==> config.mk <==
export PLATFORM = sky130hd
export DESIGN_NAME = sap_loader
export DESIGN_NICKNAME = d
export VERILOG_FILES = /design/src/rtl/sap_pkg.sv /design/src/rtl/sap_checksum.sv /design/src/rtl/sap_loader.sv
export SDC_FILE = /design/constraint.sdc
export NUM_CORES = 1
export LEC_CHECK = 0
export CAP_MARGIN = 30
export CORE_UTILIZATION = 29
export CTS_CLUSTER_DIAMETER = 150
export CTS_CLUSTER_SIZE = 24
export DETAILED_ROUTE_END_ITERATION = 7
export PLACE_DENSITY_LB_ADDON = 0.12
export SYNTH_ARGS = -nofsm -noshare
export SYNTH_HDL_FRONTEND = slang
export SYNTH_SLANG_ARGS = --single-unit
==> constraint.sdc <==
create_clock -name clk -period 3.1 [get_ports clk]
set_input_delay 0.31 -clock clk [delete_from_list [all_inputs] [get_ports clk]]
set_output_delay 0.31 -clock clk [all_outputs]
set_load 0.005 [all_outputs]
==> src/rtl/sap_pkg.sv <==
// Shared definitions for the SAP-1 RAM loader: bus widths and loader states.
// The CHK state exists only when SAP_LOADER_CHECKSUM_EN is defined.
package sap_pkg;

  localparam int ADDR_W = 4;
  localparam int DATA_W = 8;

  typedef enum logic [2:0] {
    IDLE,
    LOAD,
`ifdef SAP_LOADER_CHECKSUM_EN
    CHK,
`endif
    RST,
    RUN
  } loader_state_e;

endpackage : sap_pkg

==> src/rtl/sap_checksum.sv <==
// Running mod-256 sum of the words loaded in a session.
// zero reports whether adding the byte currently on data would bring the
// sum to 0x00, so the checksum byte can be judged in the cycle it arrives.
module sap_checksum
  import sap_pkg::*;
(
  input  logic              clk,
  input  logic              reset,
  input  logic              clear,
  input  logic              add,
  input  logic [DATA_W-1:0] data,
  output logic              zero
);

  logic [DATA_W-1:0] sum_q;
  logic [DATA_W-1:0] sum_next;

  assign sum_next = sum_q + data;
  assign zero     = (sum_next == '0);

  // Accumulate each accepted RAM word; restart at the beginning of a session.
  always_ff @(posedge clk or posedge reset) begin
    if (reset)      sum_q <= '0;
    else if (clear) sum_q <= '0;
    else if (add)   sum_q <= sum_next;
  end

endmodule : sap_checksum

==> src/rtl/sap_loader.sv <==
// Loads a SAP-1 CPU RAM image from a valid/ready byte stream, then holds the
// CPU in reset for RESET_CYCLES cycles and releases it into run mode.
// Optional feature: define SAP_LOADER_CHECKSUM_EN to require a trailing
// checksum byte that makes the mod-256 sum of the image plus itself 0x00.
module sap_loader
  import sap_pkg::*;
#(
  parameter int LOAD_DEPTH   = 16,
  parameter int RESET_CYCLES = 2
) (
  input  logic              clk,
  input  logic              reset,
  input  logic              start,
  input  logic [DATA_W-1:0] in_data,
  input  logic              in_valid,
  output logic              in_ready,
  output logic              program_mode,
  output logic [DATA_W-1:0] program_data,
  output logic [ADDR_W-1:0] program_address,
  output logic              sap_reset,
  output logic              busy,
  output logic              done,
  output logic              err
);

  loader_state_e     state_q, state_d;
  logic [ADDR_W-1:0] cnt_q;
  logic [3:0]        rst_cnt_q;
  logic              handshake;
  logic              load_hs;
  logic              last_word;
  logic              rst_last;
  logic              session_start;

  assign handshake     = in_valid && in_ready;
  assign load_hs       = handshake && (state_q == LOAD);
  assign last_word     = (cnt_q == ADDR_W'(LOAD_DEPTH - 1));
  assign rst_last      = (rst_cnt_q == 4'(RESET_CYCLES - 1));
  assign session_start = start && ((state_q == IDLE) || (state_q == RUN));

`ifdef SAP_LOADER_CHECKSUM_EN
  logic cks_zero;

  sap_checksum u_checksum (
    .clk   (clk),
    .reset (reset),
    .clear (session_start),
    .add   (load_hs),
    .data  (in_data),
    .zero  (cks_zero)
  );
`endif

  // State register; every output that depends only on state follows it
  // combinationally, so an asserted reset shows on the outputs at once.
  // NOTE: sequential state uses non-blocking (<=) so every flop samples the
  // pre-edge values of the others; blocking here would create ordering races.
  always_ff @(posedge clk or posedge reset) begin
    if (reset) state_q <= IDLE;
    else       state_q <= state_d;
  end

  // Next-state decode and state-derived outputs.
  // NOTE: every signal written here gets a default first; a path that left
  // one unassigned would infer a latch.
  always_comb begin
    state_d      = state_q;
    in_ready     = 1'b0;
    program_mode = 1'b0;
    sap_reset    = 1'b1;
    busy         = 1'b0;
    case (state_q)
      IDLE: if (start) state_d = LOAD;
      LOAD: begin
        in_ready = 1'b1;
        busy     = 1'b1;
        if (handshake && last_word) begin
`ifdef SAP_LOADER_CHECKSUM_EN
          state_d = CHK;
`else
          state_d = RST;
`endif
        end
      end
`ifdef SAP_LOADER_CHECKSUM_EN
      CHK: begin
        in_ready = 1'b1;
        busy     = 1'b1;
        if (handshake) state_d = cks_zero ? RST : IDLE;
      end
`endif
      RST: begin
        busy = 1'b1;
        if (rst_last) state_d = RUN;
      end
      RUN: begin
        program_mode = 1'b1;
        sap_reset    = 1'b0;
        if (start) state_d = LOAD;
      end
      default: state_d = IDLE;
    endcase
  end

  // Word counter: cleared at session start, saturates on the last word.
  // NOTE: only control/datapath registers take the async reset; the SAP RAM
  // itself lives outside and is deliberately not cleared.
  always_ff @(posedge clk or posedge reset) begin
    if (reset)                      cnt_q <= '0;
    else if (session_start)         cnt_q <= '0;
    else if (load_hs && !last_word) cnt_q <= cnt_q + ADDR_W'(1);
  end

  // RAM write port registers: capture on each LOAD handshake, hold otherwise.
  always_ff @(posedge clk or posedge reset) begin
    if (reset) begin
      program_data    <= '0;
      program_address <= '0;
    end else if (load_hs) begin
      program_data    <= in_data;
      program_address <= cnt_q;
    end
  end

  // CPU-reset hold counter: runs only while in RST, idles at zero elsewhere.
  always_ff @(posedge clk or posedge reset) begin
    if (reset)               rst_cnt_q <= '0;
    else if (state_q != RST) rst_cnt_q <= '0;
    else                     rst_cnt_q <= rst_cnt_q + 4'd1;
  end

  // done pulses in the first RUN cycle only.
  always_ff @(posedge clk or posedge reset) begin
    if (reset) done <= 1'b0;
    else       done <= (state_d == RUN) && (state_q != RUN);
  end

`ifdef SAP_LOADER_CHECKSUM_EN
  // Sticky checksum failure, cleared when a new session starts.
  always_ff @(posedge clk or posedge reset) begin
    if (reset)                                     err <= 1'b0;
    else if (session_start)                        err <= 1'b0;
    else if (state_q == CHK && handshake && !cks_zero) err <= 1'b1;
  end
`else
  assign err = 1'b0;
`endif

endmodule : sap_loader

==> results by group <==
Floorplanning
  • Die ar.: 3970 um^2
  • Core area: 3440 um^2
  • Die width: 63.0 um
  • # IOs: 30
  • Die H: 63.0 um
  • Starting Density: 31.3%
  • Row count: 21

Clock network
  • CTS Hold Bufs: 0
  • PostCTS Resize Cnt: 0
  • Clock slew seen by the registers of the worst setup and hold paths: 0.09 ns
  • Clock tree root buffer cell: clkbuf_8
  • Clock latency on the worst-skew pair: 0.26 ns
  • CTS tree: built
  • Postcts setup bufs: 0
  • CTS Sinks: 24
  • CTS max path bufs: 2
  • Num CTS Buffers: 3
  • Htree depth: 1

STA
  • Period minus WS final: 2.01 ns
  • Fmax achieved: 0.497 GHz
  • Period utilisation layout: 65.0%
  • RSZ-0062 raised after global routing: false
  • Final Hold Fails: 0
  • Setup TNS: 0 ns
  • Pins Over Slew Limit: 0
  • Worst Clk Skew: 0.00809 ns
  • Worst rel slew slack: 38.9%
  • Worst-Margin Slew: 0.915 ns
  • Final WS setup: 1.09 ns
  • Final setup viols: 0

Detailed routing
  • Iter 0 DRT Violations: 40
  • DR DRC count: 0
  • Routed wire length: 1840 um
  • Pre-Repair DR Iteration Count: 4
  • Final ANT Viol Nets: 0
  • Wire per inst: 11.2 um
  • Vias/cell: 4.53
  • Via count: 743

Critical path
  • WS Path Type: reg -> out
  • Worst Path Max Fanout: 9
  • Endpoint class of the critical path: output pin
  • Crit start category: flip-flop
  • Critical Path RT: 2.79 ns
  • Critical path cell sequence: xor2_1 -> nor2b_1 -> clkdlybuf4s50_1
  • WP data arrival: 1.70 ns
  • Slowest CP cell: clkdlybuf4s50_1
  • Crit-path max cell delay: 0.51 ns

Synth
  • Post-synthesis mux area share: 13.5%
  • Main combinational cell family by area after synthesis: simple AND/OR/NAND/NOR gates
  • Post-synth design cell area: 1080 um^2
  • Post-synth top area cell: dfrtp_1
  • Synth async-reset ratio: 100%
  • Seq cells post-synth: 24
  • Synthesized-area fraction occupied by adder cells: 3.48%
  • Yosys warns: 0
  • Main synth FF type: dfrtp_1
  • Synth Area in XOR/XNOR: 2.44%
  • Synth Area in Simple Gates: 14.6%
  • Post-synth EDFFs: 0
  • Top-area cell type share of the netlist area: 55.7%
  • Mapped Cells: 90
  • Sequential-to-total area share from yosys stat: 55.7%
  • Compound-Gate Fraction of Synth Area: 4.87%
  • Synthesized area per cell: 12.0 um^2
  • Largest cells by area after synthesis: dfrtp_1 (56%), mux2_2 (7.3%), mux2_1 (5.2%), ha_1 (3.5%), nor2_1 (2.8%)
  • Top post-synthesis cells by count: dfrtp_1 (24), nor2_1 (8), mux2_2 (7), mux2_1 (5)
  • Most frequent cell after synthesis: dfrtp_1
  • Cell variety after synth: 30

Placed design
  • Pre-CTS setup slack: 1.33 ns
  • Post-DP HPWL: 1340 um
  • Port buffer count: 28
  • Placed insts: 160
  • RD Place Congestion: 0.725
  • Placed inst area: 1380 um^2

Pwr
  • Max VDD drop: 0.199 mV
  • Total power per unit cell area: 524 nW/um^2
  • Leak: 0.630 nW

Global routing
  • Largest net degree at the start of global routing: 25
  • GRT Total Usage: 11.0%
  • Number of global-route vias before repair: 789
  • Initial antenna violation count: 0
  • First-pass GRT wire length: 3420 um
  • Gr ovfl total: 0

Final layout
  • ANT cells: 0
  • Final core utilization: 42.2%
  • Nets: 134
  • # fillers: 347
  • Design area: 1450 um^2
  • P&R area growth vs syn: 34.6%
  • Fraction of layout cells with a size suffix above 1: 10.2%
  • Post-route insts no fill: 164

Outcome
  • Outcome: finished, final reports clean

Run
  • Max-cap violations: 0

Hold path
  • Worst hold path type: reg -> reg
[worst paths after layout]
check / startpoint / endpoint / slack, ns / depth (start not counted)
max in group asynchronous: reset / state_q[1] / 1.99 / 2
min: program_data[6] / program_data[6] / 0.49 / 1
min reg2reg: program_data[6] / program_data[6] / 0.49 / 1
max: state_q[0] / busy / 1.09 / 3
max reg2reg: state_q[2] / program_data[5] / 1.61 / 2
min in group asynchronous: reset / program_data[6] / 0.54 / 2
[cell families after synthesis]
family / count (synthesis)
and+or+nand+nor: 28
DFF: 24
muxes: 13
AOI/OAI and AO/OA: 9
buffers and inverters: 9
adders and majority gates: 3
xor gates and xnor gates: 3
other: 1
[power breakdown]
| group | internal [mW] | switching, mW |
|---|---|---|
| registers | 0.347 | 0.0201 |
| clock network | 0.172 | 0.0944 |
| logic | 0.0885 | 0.0383 |
[critical path, delay by kind of cell (launching register included)]
kind                   cells  cell delay (ns)
flip-flops                 1             0.49
buffers and inverters      1             0.51
XOR/XNOR                   1             0.27
AND/OR/NAND/NOR            1             0.19
[cells in the final DEF, fill, tap and decap left out, types with 2 or more instances in the layout]
cell | synthesis | final
clkdlybuf4s50_1 | 0 | 28
dfrtp_1 | 24 | 24
nor2_1 | 8 | 8
mux2_2 | 7 | 7
mux2_1 | 5 | 5
nand3_1 | 4 | 4
inv_1 | 4 | 4
o21ai_0 | 3 | 3
a21oi_1 | 3 | 3
nand2_1 | 3 | 3
ha_1 | 3 | 3
clkbuf_8 | 0 | 3
xor2_1 | 2 | 2
nand2b_1 | 2 | 2
nor3_1 | 2 | 2
nor2b_1 | 2 | 2
conb_1 | 1 | 2
[flip-flops by register name, summed over array words and instances, names as in the netlist]
register	count
cnt_q	4
done	1
program_data	8
rst_cnt_q	4
program_address	4
state_q	3
[per-stage QoR]
step | power [mW] | hold WS, ns
4_1_cts | 0.777 | 0.496
2_1_floorplan | 0.420 | 0.325
3_3_place_gp | 0.500 | 0.470
6_report | 0.760 | 0.491
3_5_place_dp | 0.502 | 0.474
5_1_grt | 0.807 | 0.530
[metal layers]
layer	up-vias	share of wire (%)	GRT usage, %
li1	364	-	-
met1	357	47	13.6
met2	20	46	17.6
met3	2	5.1	3.10
met4	0	1.8	5.23
met5	-	0	0
[cell type report]
type | count | area (um^2) | area share (%)
Clock buffer | 3 | 41.3 | 2.84
Sequential cell | 24 | 601 | 41.4
Timing Repair Buffer | 28 | 280 | 19.3
Clock inverter | 1 | 30.0 | 2.07
Inverter | 4 | 15.0 | 1.03
Multi-Input combinational cell | 58 | 427 | 29.4
Tap cell | 46 | 57.6 | 3.97
Note: power is estimated with default switching activity, not from simulation.
